### src/rtl/gray_scan_pkg.sv
// Shared definitions for the Gray-code scan controller: FSM encoding, code width and
// delta classes.
package gray_scan_pkg;

    typedef enum logic [1:0] {
        S_IDLE    = 2'd0,
        S_SAMPLE  = 2'd1,
        S_DECODE  = 2'd2,
        S_PRESENT = 2'd3
    } state_e;

    localparam int unsigned GW = 4;

    localparam logic [GW-1:0] D_NONE = 4'd0;
    localparam logic [GW-1:0] D_UP   = 4'd1;
    localparam logic [GW-1:0] D_DOWN = 4'd15;

endpackage

### src/rtl/gray_scan_ctrl_deco1.sv
// 4-bit Gray-to-binary decoder. It is purely combinational.
module Deco1
    import gray_scan_pkg::*;
(
    input  logic [GW-1:0] g_i,
    output logic [GW-1:0] b_o
);

    // Each binary bit is the XOR of all Gray bits at or above its position.
    assign b_o = {g_i[3], g_i[3] ^ g_i[2], ^g_i[3:1], ^g_i[3:0]};

endmodule

### src/rtl/gray_scan_ctrl.sv
// Round-robin scanner that uses one shared Gray decoder for NCH channels. It emits
// step/jump events on a valid/ready interface.
module gray_scan_ctrl
    import gray_scan_pkg::*;
#(
    parameter  int unsigned NCH = 4,
    localparam int unsigned PW  = $clog2(NCH)
) (
    input  logic              clk,
    input  logic              rst_n,
    input  logic [GW*NCH-1:0] gray_in,
    input  logic              scan_en,
    input  logic              out_ready,
    output logic              out_valid,
    output logic [PW-1:0]     out_ch,
    output logic [GW-1:0]     out_bin,
    output logic              out_dir,
    output logic              out_err,
    output logic              busy
);

    state_e          state_q;
    logic [PW-1:0]   ptr_q;
    logic [GW-1:0]   g_q;
    logic [GW-1:0]   last_q [NCH];
    logic [NCH-1:0]  primed_q;
    logic [PW-1:0]   out_ch_q;
    logic [GW-1:0]   out_bin_q;
    logic            out_dir_q;
    logic            out_err_q;

    logic [GW-1:0]   bin;
    logic [GW-1:0]   delta;
    logic [GW-1:0]   g_sel;
    logic [PW-1:0]   ptr_nxt;

    Deco1 u_deco (
        .g_i (g_q),
        .b_o (bin)
    );

    always_comb begin
        g_sel   = gray_in[GW*ptr_q +: GW];
        delta   = bin - last_q[ptr_q];
        ptr_nxt = (ptr_q == PW'(NCH - 1)) ? '0 : ptr_q + 1'b1;
    end

    always_ff @(posedge clk or negedge rst_n) begin
        if (!rst_n) begin
            state_q   <= S_IDLE;
            ptr_q     <= '0;
            g_q       <= '0;
            primed_q  <= '0;
            out_ch_q  <= '0;
            out_bin_q <= '0;
            out_dir_q <= 1'b0;
            out_err_q <= 1'b0;
            for (int k = 0; k < NCH; k++) begin
                last_q[k] <= '0;
            end
        end else begin
            unique case (state_q)
                S_IDLE: begin
                    if (scan_en) state_q <= S_SAMPLE;
                end
                S_SAMPLE: begin
                    g_q     <= g_sel;
                    state_q <= S_DECODE;
                end
                S_DECODE: begin
                    if (!primed_q[ptr_q] || delta == D_NONE) begin
                        // First look at a channel only records its position.
                        if (!primed_q[ptr_q]) begin
                            last_q[ptr_q]   <= bin;
                            primed_q[ptr_q] <= 1'b1;
                        end
                        ptr_q   <= ptr_nxt;
                        state_q <= scan_en ? S_SAMPLE : S_IDLE;
                    end else begin
                        out_ch_q  <= ptr_q;
                        out_bin_q <= bin;
                        out_dir_q <= (delta == D_UP);
                        out_err_q <= (delta != D_UP) && (delta != D_DOWN);
                        state_q   <= S_PRESENT;
                    end
                end
                S_PRESENT: begin
                    if (out_ready) begin
                        last_q[ptr_q] <= out_bin_q;
                        ptr_q         <= ptr_nxt;
                        state_q       <= scan_en ? S_SAMPLE : S_IDLE;
                    end
                end
                default: state_q <= S_IDLE;
            endcase
        end
    end

    assign out_valid = (state_q == S_PRESENT);
    assign busy      = (state_q != S_IDLE);
    assign out_ch    = out_ch_q;
    assign out_bin   = out_bin_q;
    assign out_dir   = out_dir_q;
    assign out_err   = out_err_q;

endmodule
### config.mk
export PLATFORM = sky130hd
export DESIGN_NAME = gray_scan_ctrl
export DESIGN_NICKNAME = d
export VERILOG_FILES = /design/src/rtl/gray_scan_pkg.sv /design/src/rtl/gray_scan_ctrl_deco1.sv /design/src/rtl/gray_scan_ctrl.sv
export SDC_FILE = /design/constraint.sdc
export NUM_CORES = 1
export LEC_CHECK = 0
export CAP_MARGIN = 10
export CORE_MARGIN = 2
export CORE_UTILIZATION = 48
export DETAILED_ROUTE_END_ITERATION = 7
export HOLD_SLACK_MARGIN = 0.1
export PLACE_DENSITY = 0.75
export SYNTH_ARGS = -nofsm -noshare
export SYNTH_HDL_FRONTEND = slang
export SYNTH_SLANG_ARGS = --single-unit
export TNS_END_PERCENT = 1
### constraint.sdc
create_clock -name clk -period 3.09 [get_ports clk]
set_input_delay 0.927 -clock clk [delete_from_list [all_inputs] [get_ports clk]]
set_output_delay 0.927 -clock clk [all_outputs]
set_load 0.1 [all_outputs]
==> results.sh, run 1 <==
export IMPL_yosys_warnings=0
export IMPL_syn_nets=166
export IMPL_fin_ws_ps=173.4
export IMPL_status="finished clean"
export IMPL_gr_total_overflow=0
export IMPL_netlist_area_sq_um=1897
export IMPL_avgSynthCellArea_sq_um=13.75
export IMPL_synth_seq_area_share_pct=47.49
export IMPL_track_usage_pct=21.10
export IMPL_critPathMaxStageDelay_ps=530
export IMPL_viasPerCell=5.598
export IMPL_cts_sinks=36
export IMPL_dpl_hpwl_um=3023
export IMPL_fin_crit_sh_pct=94.39
export IMPL_grt_max_degree=37
export IMPL_grt_pass1_wl_um=6879
export IMPL_tightest_slew_ps=629.1
export IMPL_grt_pass1_vias=1456
export IMPL_num_vias=1254
export IMPL_clk_pin_slew_ps=80
export IMPL_ant_nets=0
export IMPL_cts_buffers=5
export IMPL_setup_viol=0
export IMPL_layout_cells_non_filler=224
export IMPL_critPathCaptureType="flop"
export IMPL_reg2reg_depth=8
export IMPL_synth_area_leaders="dfrtp_1 47%, mux2_2 17%, mux4_2 8.3%"
export IMPL_hold_viol_final=0
export IMPL_clkLatencyLatePin_ps=290
export IMPL_fin_nets=203
export IMPL_holdPathStages=1
export IMPL_wl_per_cell_um=17.60
export IMPL_antenna_found_initial=0
export IMPL_drtIter0Drc=81
export IMPL_hold_class="flop to flop"
export IMPL_routed_wl_um=3942
export IMPL_rows=22
export IMPL_diodes=0
export IMPL_syn_inst=138
export IMPL_cts_root_buffer_cell="clkbuf_8"
export IMPL_die_w_um=66.86
export IMPL_synthDistinctLibCells=31
export IMPL_start_util_pct=50.67
export IMPL_path_cells="mux4_2, inv_1, ha_1, a21oi_1, o21a_1, xnor3_1, a41oi_4, mux2_2"
export IMPL_cp_start_kind="flop"
export IMPL_cts_tree="yes"
export IMPL_ys_seq_elements=36
export IMPL_first_pass_iters=4
export IMPL_cpMaxStageDelayCell="mux4_2"
export IMPL_drv_cap=0
export IMPL_drive_gt1_share_pct=34.09
export IMPL_io_pins=30
export IMPL_dieArea_sq_um=4470
export IMPL_required_ps=3270
export IMPL_synth_top_area_share_pct=47.49
export IMPL_nFillCells=301
export IMPL_layout_min_cycle_time_ps=2917
export IMPL_areaGrowthSynthToFinish_pct=24.01
export IMPL_fin_tns_setup_ps=0
export IMPL_drc=0
export IMPL_synth_area_leader_cell="dfrtp_1"
export IMPL_gp_congestion=0.8538
export IMPL_port_buffers=29
export IMPL_core_sq_um=3744
export IMPL_slew_limit_headroom_pct=57.97
export IMPL_path_max_fanout=8
export IMPL_clock_path_buffers=2
export IMPL_crit_type="flop to flop"
export IMPL_place_inst=216
export IMPL_finClkSkew_ps=10.17
export IMPL_post_cts_buffers=0
export IMPL_die_y_um=66.86
export IMPL_h_tree_depth=2
export IMPL_dp_slack_ps=101.5
export IMPL_max_freq_mhz=342.9
export IMPL_critPathArrivalTime_ps=3100
export IMPL_maxSlewViolCount=0
## through the flow
stage                     utilization (%)  hold slack (ps)  area (sq um)
after floorplan                         -            419.6          1897
after global placement              59.73            433.6          2236
after detailed placement            59.73            444.0          2236
after CTS                           62.23            460.1          2330
after global routing                62.83            481.9          2352
final                               62.83            459.0          2352
## state kept, by name, indices dropped and copies added (netlist names)
register	cells
out_err	1
primed_q	4
last_q	16
ptr_q	2
out_ch	2
state_q	2
out_dir	1
g_q	4
out_bin	4
## synth_stat cells
cell and n:
inv_1 9, clkbuf_1 1, ha_1 7, a41oi_4 1
fa_1 1, mux4_2 7, and3_1 1, o22a_1 1
nand2b_1 1, or2_2 1, and2_1 4, xor2_1 1
a21o_1 5, mux2i_1 1, o21ai_0 3, xnor2_1 3
o21a_1 1, nor2_1 6, mux2_2 28, nand2_1 4
xnor3_1 1, dfrtp_1 36, a31oi_1 1, buf_2 1
nor4b_1 1, mux4_1 2, nand3_1 2, a221o_1 1
nor3b_1 1, a211oi_1 1, a21oi_1 5
## repair_timing
item / CTS / global route
resized for setup: 0 / 3
hold buffers: 0 / 0
endpoints found under the setup margin: 0 / 7
## path summary, 6_finish.rpt
check | from | endpoint | slack [ps]
hold reg to reg | primed_q[1] | primed_q[1] | 460
setup reg to reg | ptr_q[0] | out_ch[1] | 170
max in group asynchronous | rst_n | last_q[5] | 1720
min in group asynchronous | rst_n | state_q[1] | 1050
hold / removal | primed_q[1] | primed_q[1] | 460
setup / recovery | ptr_q[0] | out_ch[1] | 170
## cells in the final DEF, fill, tap and decap left out, types with 2 or more instances in the layout
cell / synthesis / routed
mux4_1: 2 / 2
buf_4: 0 / 13
a21o_1: 5 / 5
nand3_1: 2 / 2
and2_1: 4 / 4
xnor2_2: 0 / 2
clkdlybuf4s50_1: 0 / 19
dfrtp_1: 36 / 36
mux4_2: 7 / 7
inv_1: 9 / 9
ha_1: 7 / 7
mux2_2: 28 / 28
a21oi_1: 5 / 5
clkbuf_8: 0 / 6
o21ai_0: 3 / 3
nand2_1: 4 / 4
nor2_1: 6 / 6
## critical path: cells and delay by family, from the launching register on
| kind | cells | cell delay [ps] |
|---|---|---|
| AOI/OAI and AO/OA | 3 | 720 |
| xor gates and xnor gates | 1 | 400 |
| adders and majority gates | 1 | 270 |
| buffers and inverters | 1 | 70 |
| DFF | 1 | 450 |
| muxes | 2 | 910 |
## area by class of cell
type                       count  area, sq um  area share, %
clock buffer                   7        86.33          3.670
multi-input combinational     91        975.9          41.49
sequential                    36        900.9          38.30
clock inverter                 1        7.507         0.3191
timing repair buffer          32        287.8          12.23
tap                           48        60.06          2.553
inverter                       9        33.78          1.436
## layer usage
metal / global-route usage [%] / part of all wire, %
met1: 26.17 / 42
met2: 34.88 / 50
met3: 6.419 / 4.6
met4: 7.398 / 3.0
met5: 0 / 0
## kinds of logic (layout without fill, tap and decap cells)
kind of cell | count (synthesis) | after routing | synth area share [%]
compound gates | 19 | 19 | 7.652
simple gates | 21 | 21 | 5.673
fa+ha+maj | 8 | 8 | 5.673
buf+inv | 11 | 49 | 2.242
mux | 38 | 38 | 28.23
xor+xnor | 5 | 5 | 3.035
flops | 36 | 36 | 47.49
Power of run 1 is left out: the tool's default activity adds up to more than one toggle a clock period on the data nets, which glitch-free logic cannot reach.
==> run 2: changes to the inputs <==
--- a/config.mk
+++ b/config.mk
@@ -13,5 +13,6 @@
 export PLACE_DENSITY = 0.75
 export SYNTH_ARGS = -nofsm -noshare
 export SYNTH_HDL_FRONTEND = slang
+export SYNTH_HIERARCHICAL = 1
 export SYNTH_SLANG_ARGS = --single-unit
 export TNS_END_PERCENT = 1
==> run 2 against run 1 <==
Net effect:
- fmax fell by 0.61%
- synthesized cell count rose by 11%
- sequential share of layout area fell by 1.3 points
- critical path depth rose by 3
- via count rose by 5.3%
- worst setup slack got worse by 18 ps
- final area rose by 3.5%
- utilization fell by 2.0 points
- register-to-register slack got worse by 20 ps
- global-route usage fell by 1.2 points
- largest cell class unchanged
- highest routed layer unchanged
==> results.sh, run 2 <==
export IMPL_cts_root_buffer_cell="clkbuf_8"
export IMPL_ff2ff_setup_slack_ps=160
export IMPL_clock_path_buffers=2
export IMPL_path_cells="xor2_4, xnor2_1, inv_1, ha_1, inv_1, fa_1, inv_1, o211ai_1, a2111oi_2, a211oi_1, mux2_2"
export IMPL_cpMostUsedCell="inv_1"
export IMPL_synth_edf_count=0
export IMPL_diodes=0
export IMPL_track_usage_pct=19.90
export IMPL_top_register="last_q"
export IMPL_drv_cap=0
export IMPL_met1_usage_pct=23.19
export IMPL_synth_seq_area_share_pct=45.23
export IMPL_synthArstFlopShare_pct=100.0
export IMPL_ant_nets=0
export IMPL_tightest_slew_ps=504.8
export IMPL_synth_area_leaders="dfrtp_1 45%, mux2_2 17%, mux4_2 9.0%"
export IMPL_num_vias=1320
export IMPL_holdPathEnd="primed_q[2]"
export IMPL_timing_rr_start="g_q[3]"
export IMPL_critPathMaxStageDelay_ps=500
export IMPL_clkLatencyLatePin_ps=300
export IMPL_drc=0
export IMPL_reg2reg_depth=11
export IMPL_post_cts_buffers=0
export IMPL_synth_top_area_share_pct=45.23
export IMPL_viasPerCell=5.523
export IMPL_fin_crit_sh_pct=94.97
export IMPL_maxSlewViolCount=0
export IMPL_status="finished clean"
export IMPL_gp_congestion=0.8542
export IMPL_core_sq_um=4000
export IMPL_layout_min_cycle_time_ps=2935
export IMPL_synth_ff_type="dfrtp_1"
export IMPL_grt_max_degree=37
export IMPL_fin_area_sq_um=2435
export IMPL_die_w_um=68.42
export IMPL_start_util_pct=49.80
export IMPL_grt_use_met2_pct=33.17
export IMPL_fin_tns_setup_ps=0
export IMPL_cpMaxStageDelayCell="dfrtp_1"
export IMPL_cts_buffers=5
export IMPL_drive_gt1_share_pct=34.39
export IMPL_crit_type="flop to flop"
export IMPL_hold_ws_ps=458.5
export IMPL_netlist_area_sq_um=1992
export IMPL_finClkSkew_ps=11.48
export IMPL_synthDistinctLibCells=34
export IMPL_hold_class="flop to flop"
export IMPL_max_freq_mhz=340.8
export IMPL_areaGrowthSynthToFinish_pct=22.24
export IMPL_synth_area_leader_cell="dfrtp_1"
export IMPL_port_buffers=29
export IMPL_critPathArrivalTime_ps=3110
export IMPL_cts_sinks=36
export IMPL_rows=23
export IMPL_die_y_um=68.42
export IMPL_yosys_warnings=6
export IMPL_hold_viol_final=0
export IMPL_grt_busiest_layer="met2"
export IMPL_dpl_cell_area_sq_um=2322
export IMPL_grt_pass1_vias=1416
export IMPL_largest_register_ffs=16
export IMPL_drtIter0Drc=50
export IMPL_use_met3_pct=5.099
export IMPL_cp_start_kind="flop"
export IMPL_wl_per_cell_um=16.97
export IMPL_antenna_found_initial=0
export IMPL_rsz0062_at_grt="false"
export IMPL_syn_nets=181
export IMPL_setup_viol=0
export IMPL_hp_start="primed_q[2]"
export IMPL_clk_pin_slew_ps=80
export IMPL_gr_total_overflow=0
export IMPL_cts_tree="yes"
export IMPL_yosys_cell_count_top_type="dfrtp_1"
export IMPL_slew_limit_headroom_pct=66.22
export IMPL_ys_seq_elements=36
export IMPL_syn_inst=153
export IMPL_dpl_hpwl_um=3108
export IMPL_required_ps=3270
export IMPL_dieArea_sq_um=4681
export IMPL_fin_nets=216
export IMPL_avgSynthCellArea_sq_um=13.02
export IMPL_path_max_fanout=7
export IMPL_h_tree_depth=2
export IMPL_first_pass_iters=4
export IMPL_io_pins=30
export IMPL_critPathCaptureType="flop"
export IMPL_synthTopCellsByCount="36 x dfrtp_1, 30 x mux2_2, 11 x nor2_1"
export IMPL_holdPathStages=1
export IMPL_worst_r2r_endpoint="ptr_q[1]"
export IMPL_final_common_cell="dfrtp_1"
export IMPL_grt_pass1_wl_um=6541
export IMPL_layout_common_cells="36 x dfrtp_1, 30 x mux2_2, 19 x clkdlybuf4s50_1"
export IMPL_routed_wl_um=4055
==> run 2: changes by cell type in the layout (fill, tap and decap cells not counted), moves of 2 or more <==
cell	delta
xnor2_2	-2
nor2_1	+5
xnor2_1	+2
and2_1	+2
mux2_1	+2
mux2_2	+2
==> run 2: kinds of logic (layout without fill, tap and decap cells) <==
| group | count (synthesis) | in the layout | share of synthesized area (%) |
|---|---|---|---|
| flops | 36 | 36 | 45.23 |
| simple gates | 29 | 29 | 7.099 |
| fa+ha+maj | 8 | 8 | 5.402 |
| xor+xnor | 6 | 6 | 3.769 |
| compound gates | 19 | 19 | 7.161 |
| mux | 41 | 41 | 28.45 |
| buf+inv | 14 | 50 | 2.889 |
==> run 2: worst max path at each step <==
stage,end,startpoint,slack [ps],cells past startpoint
2_1_floorplan,ptr_q[0],ptr_q[0],70,9
3_3_place_gp,ptr_q[1],g_q[3],230,8
3_5_place_dp,out_ch[1],g_q[3],100,8
4_1_cts,ptr_q[1],g_q[3],60,8
5_1_grt,out_ch[1],g_q[3],6,11
6_report,ptr_q[1],g_q[3],160,11
==> run 2: repair_timing <==
action / CTS / global route
endpoints found under the hold margin: 0 / 0
gates resized for setup: 0 / 2
hold buffers: 0 / 0
endpoints found under the setup margin: 0 / 8
==> run 2: through the flow <==
stage | setup WS (ps) | instances | util (%)
2_1_floorplan | 67.15 | 153 | -
3_3_place_gp | 227.2 | 231 | 58.05
3_5_place_dp | 97.92 | 231 | 58.05
4_1_cts | 57.14 | 239 | 60.40
5_1_grt | 6.304 | 239 | 60.87
6_report | 155.5 | 239 | 60.87
==> run 2: worst max-delay path, delay by kind of cell, from the launching register on <==
kind	cells	cell delay, ps
adders and majority gates	2	650
AOI/OAI and AO/OA	3	620
DFF	1	500
xor gates and xnor gates	2	490
muxes	1	280
buffers and inverters	3	270
==> run 2: area by class of cell <==
cell class	instances	area, sq um
Clock buffer	7	86.33
Clock inverter	1	7.507
Fill cell	317	1565
Inverter	10	37.54
Multi-Input combinational cell	103	1052
Sequential cell	36	900.9
Tap cell	50	62.56
Timing Repair Buffer	32	287.8
==> run 2: layer usage <==
| layer | wire length [um] | share of wire (%) | vias up |
|---|---|---|---|
| met5 | 0 | 0 | - |
| li1 | - | - | 613 |
| met1 | 1732 | 43 | 676 |
| met3 | 112 | 2.8 | 11 |
| met2 | 2101 | 52 | 20 |
| met4 | 108 | 2.7 | 0 |
Power of run 2 is left out for the same reason.
==> run 3: changes to the inputs <==
--- a/config.mk
+++ b/config.mk
@@ -5,12 +5,13 @@
 export SDC_FILE = /design/constraint.sdc
 export NUM_CORES = 1
 export LEC_CHECK = 0
+export ABC_AREA = 1
 export CAP_MARGIN = 10
 export CORE_MARGIN = 2
-export CORE_UTILIZATION = 48
+export CORE_UTILIZATION = 45
 export DETAILED_ROUTE_END_ITERATION = 7
 export HOLD_SLACK_MARGIN = 0.1
-export PLACE_DENSITY = 0.75
+export PLACE_DENSITY = 0.7
 export SYNTH_ARGS = -nofsm -noshare
 export SYNTH_HDL_FRONTEND = slang
 export SYNTH_HIERARCHICAL = 1
==> run 3 against run 2 <==
Net effect:
- cell count up 49%
- final area up 1.7%
- critical endpoint unchanged
- hold slack better by 14 ps
- largest cell class unchanged
- worst setup slack better by 290 ps
- synthesized cell count up 78%
- register-to-register slack better by 290 ps
- global-route usage down 0.85 points
==> results.sh, run 3 <==
export IMPL_gp_congestion=0.8745
export IMPL_synthDistinctLibCells=27
export IMPL_reg2reg_depth=15
export IMPL_fin_crit_sh_pct=85.59
export IMPL_cts_tree="yes"
export IMPL_syn_inst=273
export IMPL_critPathCaptureType="flop"
export IMPL_max_freq_mhz=378.1
export IMPL_critPathArrivalTime_ps=2820
export IMPL_path_max_fanout=21
export IMPL_maxSlewViolCount=0
export IMPL_fin_tns_setup_ps=0
export IMPL_hold_class="flop to flop"
export IMPL_synth_top_area_share_pct=42.53
export IMPL_drive_gt1_share_pct=15.51
export IMPL_drv_cap=0
export IMPL_synth_seq_area_share_pct=42.53
export IMPL_wl_per_cell_um=13.14
export IMPL_synth_compound_gate_area_share_pct=16.13
export IMPL_synth_edf_count=0
export IMPL_die_w_um=72.61
export IMPL_clkLatencyLatePin_ps=290
export IMPL_synth_mux_area_share_pct=0
export IMPL_crit_type="flop to flop"
export IMPL_synth_area_leader_cell="dfrtp_1"
export IMPL_start_util_pct=47.66
export IMPL_rsz0062_at_grt="false"
export IMPL_synth_xor_area_share_pct=0.8269
export IMPL_core_sq_um=4444
export IMPL_hold_buffers=0
export IMPL_timing_rr_start="g_q[3]"
export IMPL_netlist_area_sq_um=2118
export IMPL_ys_seq_elements=36
export IMPL_synth_top_family_by_area="simple AND/OR/NAND/NOR gates"
export IMPL_largest_register_ffs=16
export IMPL_setup_viol=0
export IMPL_fin_nets=330
export IMPL_dieArea_sq_um=5272
export IMPL_layout_min_cycle_time_ps=2645
export IMPL_synth_simple_gate_area_share_pct=26.17
export IMPL_cts_buffers=5
export IMPL_synthArstFlopShare_pct=100.0
export IMPL_syn_nets=301
export IMPL_critPathLaunch="g_q[3]"
export IMPL_die_y_um=72.61
export IMPL_final_core_util_pct=55.74
export IMPL_top_register="last_q"
export IMPL_grt_max_degree=37
export IMPL_grt_pass1_wl_um=7679
export IMPL_areaGrowthSynthToFinish_pct=16.95
export IMPL_yosys_cell_count_top_type="nand2_1"
export IMPL_first_pass_iters=4
export IMPL_dpl_hpwl_um=3378
export IMPL_avgSynthCellArea_sq_um=7.759
export IMPL_cts_sinks=36
export IMPL_synth_area_leaders="dfrtp_1 43%, nand2_1 12%, o21ai_0 7.6%"
export IMPL_io_pins=30
export IMPL_slew_limit_headroom_pct=54.15
export IMPL_port_buffers=29
export IMPL_synthAdderAreaFrac_pct=5.080
export IMPL_layout_common_cells="70 x nand2_1, 35 x dfrtp_1, 32 x nor2_1, 32 x o21ai_0, 26 x inv_1"
export IMPL_synthTopCellsByCount="70 x nand2_1, 36 x dfrtp_1, 32 x nor2_1, 32 x o21ai_0, 26 x inv_1"
export IMPL_tightest_slew_ps=680.5
export IMPL_drc=0
export IMPL_diodes=0
export IMPL_worst_r2r_endpoint="ptr_q[1]"
export IMPL_final_common_cell="nand2_1"
export IMPL_viasPerCell=5.076
export IMPL_h_tree_depth=2
export IMPL_required_ps=3270
export IMPL_clock_path_buffers=2
export IMPL_grt_pass1_vias=1647
export IMPL_antenna_found_initial=0
export IMPL_status="finished clean"
export IMPL_yosys_warnings=6
export IMPL_num_vias=1802
export IMPL_hold_viol_final=0
export IMPL_finClkSkew_ps=7.555
export IMPL_cp_start_kind="flop"
export IMPL_crit_end="ptr_q[1]"
export IMPL_gr_total_overflow=0
export IMPL_cts_resized=0
export IMPL_synth_ff_type="dfrtp_1"
export IMPL_routed_wl_um=4664
export IMPL_cts_root_buffer_cell="clkbuf_8"
export IMPL_track_usage_pct=19.05
export IMPL_ff2ff_setup_slack_ps=450
export IMPL_rows=24
export IMPL_drtIter0Drc=120
export IMPL_ant_nets=0
export IMPL_clk_pin_slew_ps=70
export IMPL_post_cts_buffers=0
-- run 3: changes by cell type in the layout (fill, tap and decap cells not counted), sizes merged, moves of 6 or more --
cell and delta:
mux2 -32, and2 -6, nor2 +23, o21ai +42, nand2 +76, mux4 -9, nand3 +11, inv +18
-- run 3: per-stage QoR --
| step | std cells | setup WS [ps] | cell area (sq um) | hold slack, ps |
|---|---|---|---|---|
| floorplan | 273 | 606.2 | 2118 | 427.5 |
| global placement | 347 | 403.4 | 2386 | 445.3 |
| detailed placement | 347 | 263.3 | 2386 | 464.6 |
| CTS | 355 | 227.6 | 2476 | 482.3 |
| global route | 355 | 236.5 | 2477 | 507.3 |
| finish | 355 | 445.4 | 2477 | 472.2 |
-- run 3: worst min path at each step --
stage,cells after the start,startpoint,to
floorplan,2,primed_q[2],primed_q[2]
global placement,2,primed_q[2],primed_q[2]
detailed placement,1,primed_q[3],primed_q[3]
CTS,2,primed_q[0],primed_q[0]
global route,1,primed_q[3],primed_q[3]
finish,2,primed_q[2],primed_q[2]
-- run 3: layout make-up --
| type | count | area [sq um] |
|---|---|---|
| Sequential cell | 36 | 902.1 |
| Fill cell | 444 | 1967 |
| Tap cell | 52 | 65.06 |
| Clock buffer | 8 | 90.09 |
| Multi-Input combinational cell | 198 | 1021 |
| Timing Repair Buffer | 32 | 287.8 |
| Inverter | 29 | 111.4 |
-- run 3: worst max-delay path, cell delays in order (launching register included) --
cell and delay (ps):
dfrtp_1 500, inv_1 90, nand2_1 80, nand2_2 90, nand2_1 80, nand2_1 40, inv_1 100, ha_1 150
inv_1 60, fa_1 390, xnor2_1 290, nand3_2 140, nand2_4 260, nand2_1 120, nand2_1 90, nand2_1 50
-- run 3: per-layer routing --
layer	global-route usage, %	wire length [um]
met1	26.04	2257
met2	29.60	2141
met3	4.834	211
met4	6.379	53
met5	0	0
-- run 3: kinds of logic (layout without fill, tap and decap cells) --
logic type,after synthesis,count (layout)
adders and majority gates,8,8
and+or+nand+nor,128,128
xor gates and xnor gates,2,2
DFF,36,36
buffers and inverters,39,69
AOI/OAI and AO/OA,60,60
Power of run 3 is left out for the same reason.
